### src/rtl/ram_port_arbiter.sv
// ram_port_arbiter: two-requester round-robin front end for a 16 x 4 single-port RAM.
// Serializes accesses through IDLE -> ISSUE (-> CAPTURE for reads) and returns
// read data to the requester that issued the read. All outputs are registered.
module ram_port_arbiter #(
   parameter int ADDR_W = 4,
   parameter int DATA_W = 4
) (
   input  logic              clk,
   input  logic              rst,
   input  logic              req_a,
   input  logic              req_b,
   input  logic              wr_a,
   input  logic              wr_b,
   input  logic [ADDR_W-1:0] addr_a,
   input  logic [ADDR_W-1:0] addr_b,
   input  logic [DATA_W-1:0] wdata_a,
   input  logic [DATA_W-1:0] wdata_b,
   output logic              gnt_a,
   output logic              gnt_b,
   output logic              rvalid_a,
   output logic              rvalid_b,
   output logic [DATA_W-1:0] rdata_a,
   output logic [DATA_W-1:0] rdata_b,
   output logic              busy,
   output logic              ram_en,
   output logic              ram_wr,
   output logic [ADDR_W-1:0] ram_addr,
   output logic [DATA_W-1:0] ram_indata,
   input  logic [DATA_W-1:0] ram_outdata
);

   typedef enum logic [1:0] {
      IDLE    = 2'd0,
      ISSUE   = 2'd1,
      CAPTURE = 2'd2
   } state_t;

   state_t state, state_next;

   // last_b = 1 means B was served most recently, so A wins the next tie.
   logic last_b, last_b_next;
   // Requester that owns the access in flight (0 = A, 1 = B).
   logic owner_b, owner_b_next;

   logic sel_a, sel_b;

   // Next values of the registered outputs.
   logic              gnt_a_next, gnt_b_next;
   logic              rvalid_a_next, rvalid_b_next;
   logic [DATA_W-1:0] rdata_a_next, rdata_b_next;
   logic              busy_next;
   logic              ram_en_next, ram_wr_next;
   logic [ADDR_W-1:0] ram_addr_next;
   logic [DATA_W-1:0] ram_indata_next;

   // Round-robin pick in IDLE: a lone request wins, a tie goes to whoever was not served last.
   always_comb begin
      sel_a = 1'b0;
      sel_b = 1'b0;
      if (state == IDLE) begin
         sel_a = req_a && (!req_b || last_b);
         sel_b = req_b && !sel_a;
      end
   end

   // Next-state and next-output logic; the ram_* registers double as the latched request.
   always_comb begin
      // NOTE: every signal gets a default first so no path leaves it unassigned and infers a latch.
      state_next      = state;
      last_b_next     = last_b;
      owner_b_next    = owner_b;
      gnt_a_next      = 1'b0;
      gnt_b_next      = 1'b0;
      rvalid_a_next   = 1'b0;
      rvalid_b_next   = 1'b0;
      rdata_a_next    = rdata_a;
      rdata_b_next    = rdata_b;
      ram_en_next     = 1'b0;
      ram_wr_next     = 1'b0;
      ram_addr_next   = ram_addr;
      ram_indata_next = ram_indata;

      unique case (state)
         IDLE: begin
            if (sel_a) begin
               gnt_a_next      = 1'b1;
               ram_en_next     = 1'b1;
               ram_wr_next     = wr_a;
               ram_addr_next   = addr_a;
               ram_indata_next = wdata_a;
               owner_b_next    = 1'b0;
               last_b_next     = 1'b0;
               state_next      = ISSUE;
            end else if (sel_b) begin
               gnt_b_next      = 1'b1;
               ram_en_next     = 1'b1;
               ram_wr_next     = wr_b;
               ram_addr_next   = addr_b;
               ram_indata_next = wdata_b;
               owner_b_next    = 1'b1;
               last_b_next     = 1'b1;
               state_next      = ISSUE;
            end
         end
         ISSUE: begin
            // ram_wr still holds the latched operation during ISSUE.
            state_next = ram_wr ? IDLE : CAPTURE;
         end
         CAPTURE: begin
            // ram_outdata is only looked at here, so idle X from the RAM never reaches rdata.
            if (owner_b) begin
               rdata_b_next  = ram_outdata;
               rvalid_b_next = 1'b1;
            end else begin
               rdata_a_next  = ram_outdata;
               rvalid_a_next = 1'b1;
            end
            state_next = IDLE;
         end
         default: state_next = IDLE;
      endcase

      busy_next = (state_next != IDLE);
   end

   // State, arbitration pointer and registered outputs; reset aborts any access in flight.
   always_ff @(posedge clk or posedge rst) begin
      if (rst) begin
         state      <= IDLE;
         last_b     <= 1'b1;
         owner_b    <= 1'b0;
         gnt_a      <= 1'b0;
         gnt_b      <= 1'b0;
         rvalid_a   <= 1'b0;
         rvalid_b   <= 1'b0;
         rdata_a    <= '0;
         rdata_b    <= '0;
         busy       <= 1'b0;
         ram_en     <= 1'b0;
         ram_wr     <= 1'b0;
         ram_addr   <= '0;
         ram_indata <= '0;
      end else begin
         // NOTE: non-blocking assignments so every register updates from pre-edge values.
         state      <= state_next;
         last_b     <= last_b_next;
         owner_b    <= owner_b_next;
         gnt_a      <= gnt_a_next;
         gnt_b      <= gnt_b_next;
         rvalid_a   <= rvalid_a_next;
         rvalid_b   <= rvalid_b_next;
         rdata_a    <= rdata_a_next;
         rdata_b    <= rdata_b_next;
         busy       <= busy_next;
         ram_en     <= ram_en_next;
         ram_wr     <= ram_wr_next;
         ram_addr   <= ram_addr_next;
         ram_indata <= ram_indata_next;
      end
   end

endmodule

### config.mk
export PLATFORM = sky130hd
export DESIGN_NAME = ram_port_arbiter
export DESIGN_NICKNAME = d
export VERILOG_FILES = /design/src/rtl/ram_port_arbiter.sv
export SDC_FILE = /design/constraint.sdc
export NUM_CORES = 1
export LEC_CHECK = 0
export CAP_MARGIN = 30
export CORE_MARGIN = 2
export CORE_UTILIZATION = 41
export CTS_CLUSTER_SIZE = 8
export DETAILED_ROUTE_END_ITERATION = 12
export GPL_TIMING_DRIVEN = 0
export PLACE_DENSITY = 0.78
export SLEW_MARGIN = 20
export SYNTH_ARGS = -nofsm -noshare
export SYNTH_HDL_FRONTEND = slang
export SYNTH_SLANG_ARGS = --single-unit
### constraint.sdc
create_clock -name clk -period 1.9 [get_ports clk]
set_clock_uncertainty 0.15 [all_clocks]
set_input_delay 0.38 -clock clk [delete_from_list [all_inputs] [get_ports clk]]
set_output_delay 0.38 -clock clk [all_outputs]
set_load 0.005 [all_outputs]
==> impl_summary.log <==
INFO  metric status = complete, no violations
INFO  metric setup_viols_final = 0
INFO  metric place.gp.congestion = 0.696
INFO  metric grt_pass1_wl = 3680 um
INFO  metric ff2ff_setup_slack = 0.12 ns
INFO  metric avgRoutedWirePerCell = 14.5 um
INFO  metric wp_data_required = 1.97 ns
INFO  metric ctsHoldBuffers = 0
INFO  metric ys_seq_area_share = 59.5%
INFO  metric floorplan.die_area = 0.00321 mm^2
INFO  metric cts_post_setup_buffers_inserted = 0
INFO  metric fin_ws = 0.0828 ns
INFO  metric number_of_placement_rows = 19
INFO  metric ir_drop = 0.950 mV
INFO  metric power.density = 1440 mW/mm^2
INFO  metric die_x = 56.7 um
INFO  metric fp.coreArea = 0.00269 mm^2
INFO  metric max_slew.worst_pin.slew = 0.471 ns
INFO  metric num-nets-final = 153
INFO  metric io-pin-count = 49
INFO  metric cts_num_sinks = 27
INFO  metric timing.final.crit_share = 95.6%
INFO  metric grt_overflow = 0
INFO  metric timing.setup.tns = 0 ns
INFO  metric power = 2.47 mW
INFO  metric antenna-diode-count = 0
INFO  metric min_path_type = input port to asynchronous set/reset pin
INFO  metric finalCriticalPeriod = 1.82 ns
INFO  metric worst_setup_hold_path_clk_slew = 0.15 ns
INFO  metric clk_root_buffer_cell = clkbuf_4
INFO  metric rsz0062_at_grt = no
INFO  metric die_h = 56.7 um
INFO  metric detailed_routing_iterations_pass_1 = 4
INFO  metric critPathLaunchType = input port
INFO  metric ff2ff_path_depth = 4
INFO  metric critical_path.reg2reg.endpoint = ram_addr[1]$_DFFE_PP0P_
INFO  metric cts_repair_resize_count = 0
INFO  metric power.leakage = 0.764 nW
INFO  metric grt_pass1_vias = 851
INFO  metric clk-insertion-delay-late = 0.32 ns
INFO  metric drcViolationCount = 0
INFO  metric crit_path_end_kind = flop
INFO  metric clockBufferDepth = 2
INFO  metric slew_violations = 0
INFO  metric drtIter0Drc = 10
INFO  metric crit_fanout = 10
INFO  metric finalHoldViolCount = 0
INFO  metric vias = 801
INFO  metric r2r-start = state[1]$_DFF_PP0_
INFO  metric timing.max_slew.rel_slack = 68.6%
INFO  metric synth_nets = 99
INFO  metric cap_viol_max_count = 0
INFO  metric cts_buffers = 3
INFO  metric grt_start_max_net_pins = 18
INFO  metric maxClockFrequency = 550 MHz
INFO  metric areaGrowthSynthToFinish = 50.4%
INFO  metric drive_gt1_share = 27.0%
INFO  metric synthesis.area_per_instance = 15.6 um^2
INFO  metric place.port_buffers = 48
INFO  metric timing.setup.critical_path_class = input port to flop
INFO  metric maximum_level_of_the_cts_h_tree = 1
INFO  metric cts_tree = built
INFO  metric grt.total_usage = 14.5%
INFO  metric worst-endpoint-arrival = 1.89 ns
INFO  metric wl = 2280 um
INFO  metric detail_routed_via_count_per_cell = 5.10
INFO  metric antenna_left = 0
INFO  metric post_synth_num_cell_types = 20
INFO  metric start_util = 42.4%
INFO  metric mappedNetlistArea = 0.00114 mm^2
INFO  metric ys_warn_count = 0
INFO  metric ffs_latches_synth = 27
INFO  metric antenna_found_initial = 0
INFO  metric post-place-ws = -0.268 ns
INFO  metric post_synth_inst_count = 73
metal layers:
layer  share of wire, %  global-route usage [%]  vias to the layer above
li1                   -                       -                      367
met1                 42                    17.4                      397
met2                 51                    26.1                       37
met3                6.8                    3.00                        0
met4                  0                    4.08                        0
met5                  0                       0                        -
how the worst max path moves through the flow:
| stage | startpoint | to | slack, ns | depth (start not counted) |
|---|---|---|---|---|
| after floorplan | state[1]$_DFF_PP0_ | ram_addr[0]$_DFFE_PP0P_ | 0.27 | 4 |
| after global placement | req_b | ram_addr[1]$_DFFE_PP0P_ | -0.24 | 5 |
| after detailed placement | req_b | ram_indata[0]$_DFFE_PP0P_ | -0.27 | 5 |
| after CTS | req_b | ram_indata[2]$_DFFE_PP0P_ | 0.09 | 5 |
| after global routing | req_b | ram_indata[0]$_DFFE_PP0P_ | 0.06 | 5 |
| final | req_b | ram_addr[1]$_DFFE_PP0P_ | 0.08 | 5 |
cells in the final DEF (no fill, tap or decap), types with 2 or more instances in the layout:
cell type	netlist	routed
inv_1	3	3
clkdlybuf4s50_1	0	48
dfrtp_1	26	26
mux2_4	12	12
clkbuf_4	0	3
nand2_1	2	2
nor3b_2	2	2
mux2_2	10	10
nor2_1	5	5
worst max-delay path, stage by stage:
cell,delay (ns)
clkdlybuf4s50_1,0.49
nor3b_2,0.25
buf_6,0.20
mux2_4,0.31
mux2_4,0.25
power by group:
part | internal, mW | switching, mW
logic | 0.840 | 0.375
registers | 0.848 | 0.159
clock network | 0.0788 | 0.168
total | 1.77 | 0.703
metrics by stage:
step | utilization, % | cell area (um^2) | instances | hold WS (ns)
2_1_floorplan | - | 1140 | 73 | 0.282
3_3_place_gp | 61.7 | 1660 | 152 | 0.283
3_5_place_dp | 62.7 | 1690 | 153 | 0.294
4_1_cts | 63.8 | 1710 | 157 | 0.202
5_1_grt | 63.8 | 1710 | 157 | 0.216
6_report | 63.8 | 1710 | 157 | 0.199
kinds of logic (layout without fill, tap and decap cells):
family | Yosys count | in the layout | synth area share (%)
flip-flops | 27 | 27 | 59.5
multiplexers | 22 | 22 | 25.7
AND/OR/NAND/NOR | 15 | 15 | 9.23
buffers and inverters | 5 | 58 | 2.31
AO/OA/AOI/OAI | 4 | 4 | 3.30
final cells by class:
| type | count | area [um^2] |
|---|---|---|
| Timing Repair Buffer | 49 | 508 |
| Multi-Input combinational cell | 41 | 435 |
| Sequential cell | 27 | 677 |
| Fill cell | 207 | 973 |
| Tap cell | 31 | 38.8 |
| Buffer | 1 | 11.3 |
| Inverter | 4 | 15.0 |
| Clock inverter | 1 | 5.00 |
| Clock buffer | 3 | 22.5 |
Yosys cell counts:
cell	number	area (um^2)
a21oi_2	1	8.76
a221o_1	1	10.0
a311oi_1	1	8.76
a32o_1	1	10.0
buf_6	1	11.3
dfrtp_1	26	651
dfstp_2	1	26.3
inv_1	3	11.3
inv_2	1	3.75
mux2_2	10	113
mux2_4	12	180
nand2_1	2	7.51
nand2b_1	1	6.26
nand3_4	1	17.5
nand3b_1	1	7.51
nor2_1	5	18.8
nor3b_1	1	7.51
nor3b_2	2	25.0
or3_1	1	6.26
or3b_1	1	8.76
registers in the layout (all words and copies together), names as in the netlist:
register,flops
busy,1
gnt_a,1
gnt_b,1
last_b,1
owner_b,1
ram_addr,4
ram_en,1
ram_indata,4
ram_wr,1
rdata_a,4
rdata_b,4
rvalid_a,1
rvalid_b,1
state,2
No activity file was read; power rests on OpenSTA's default activity.
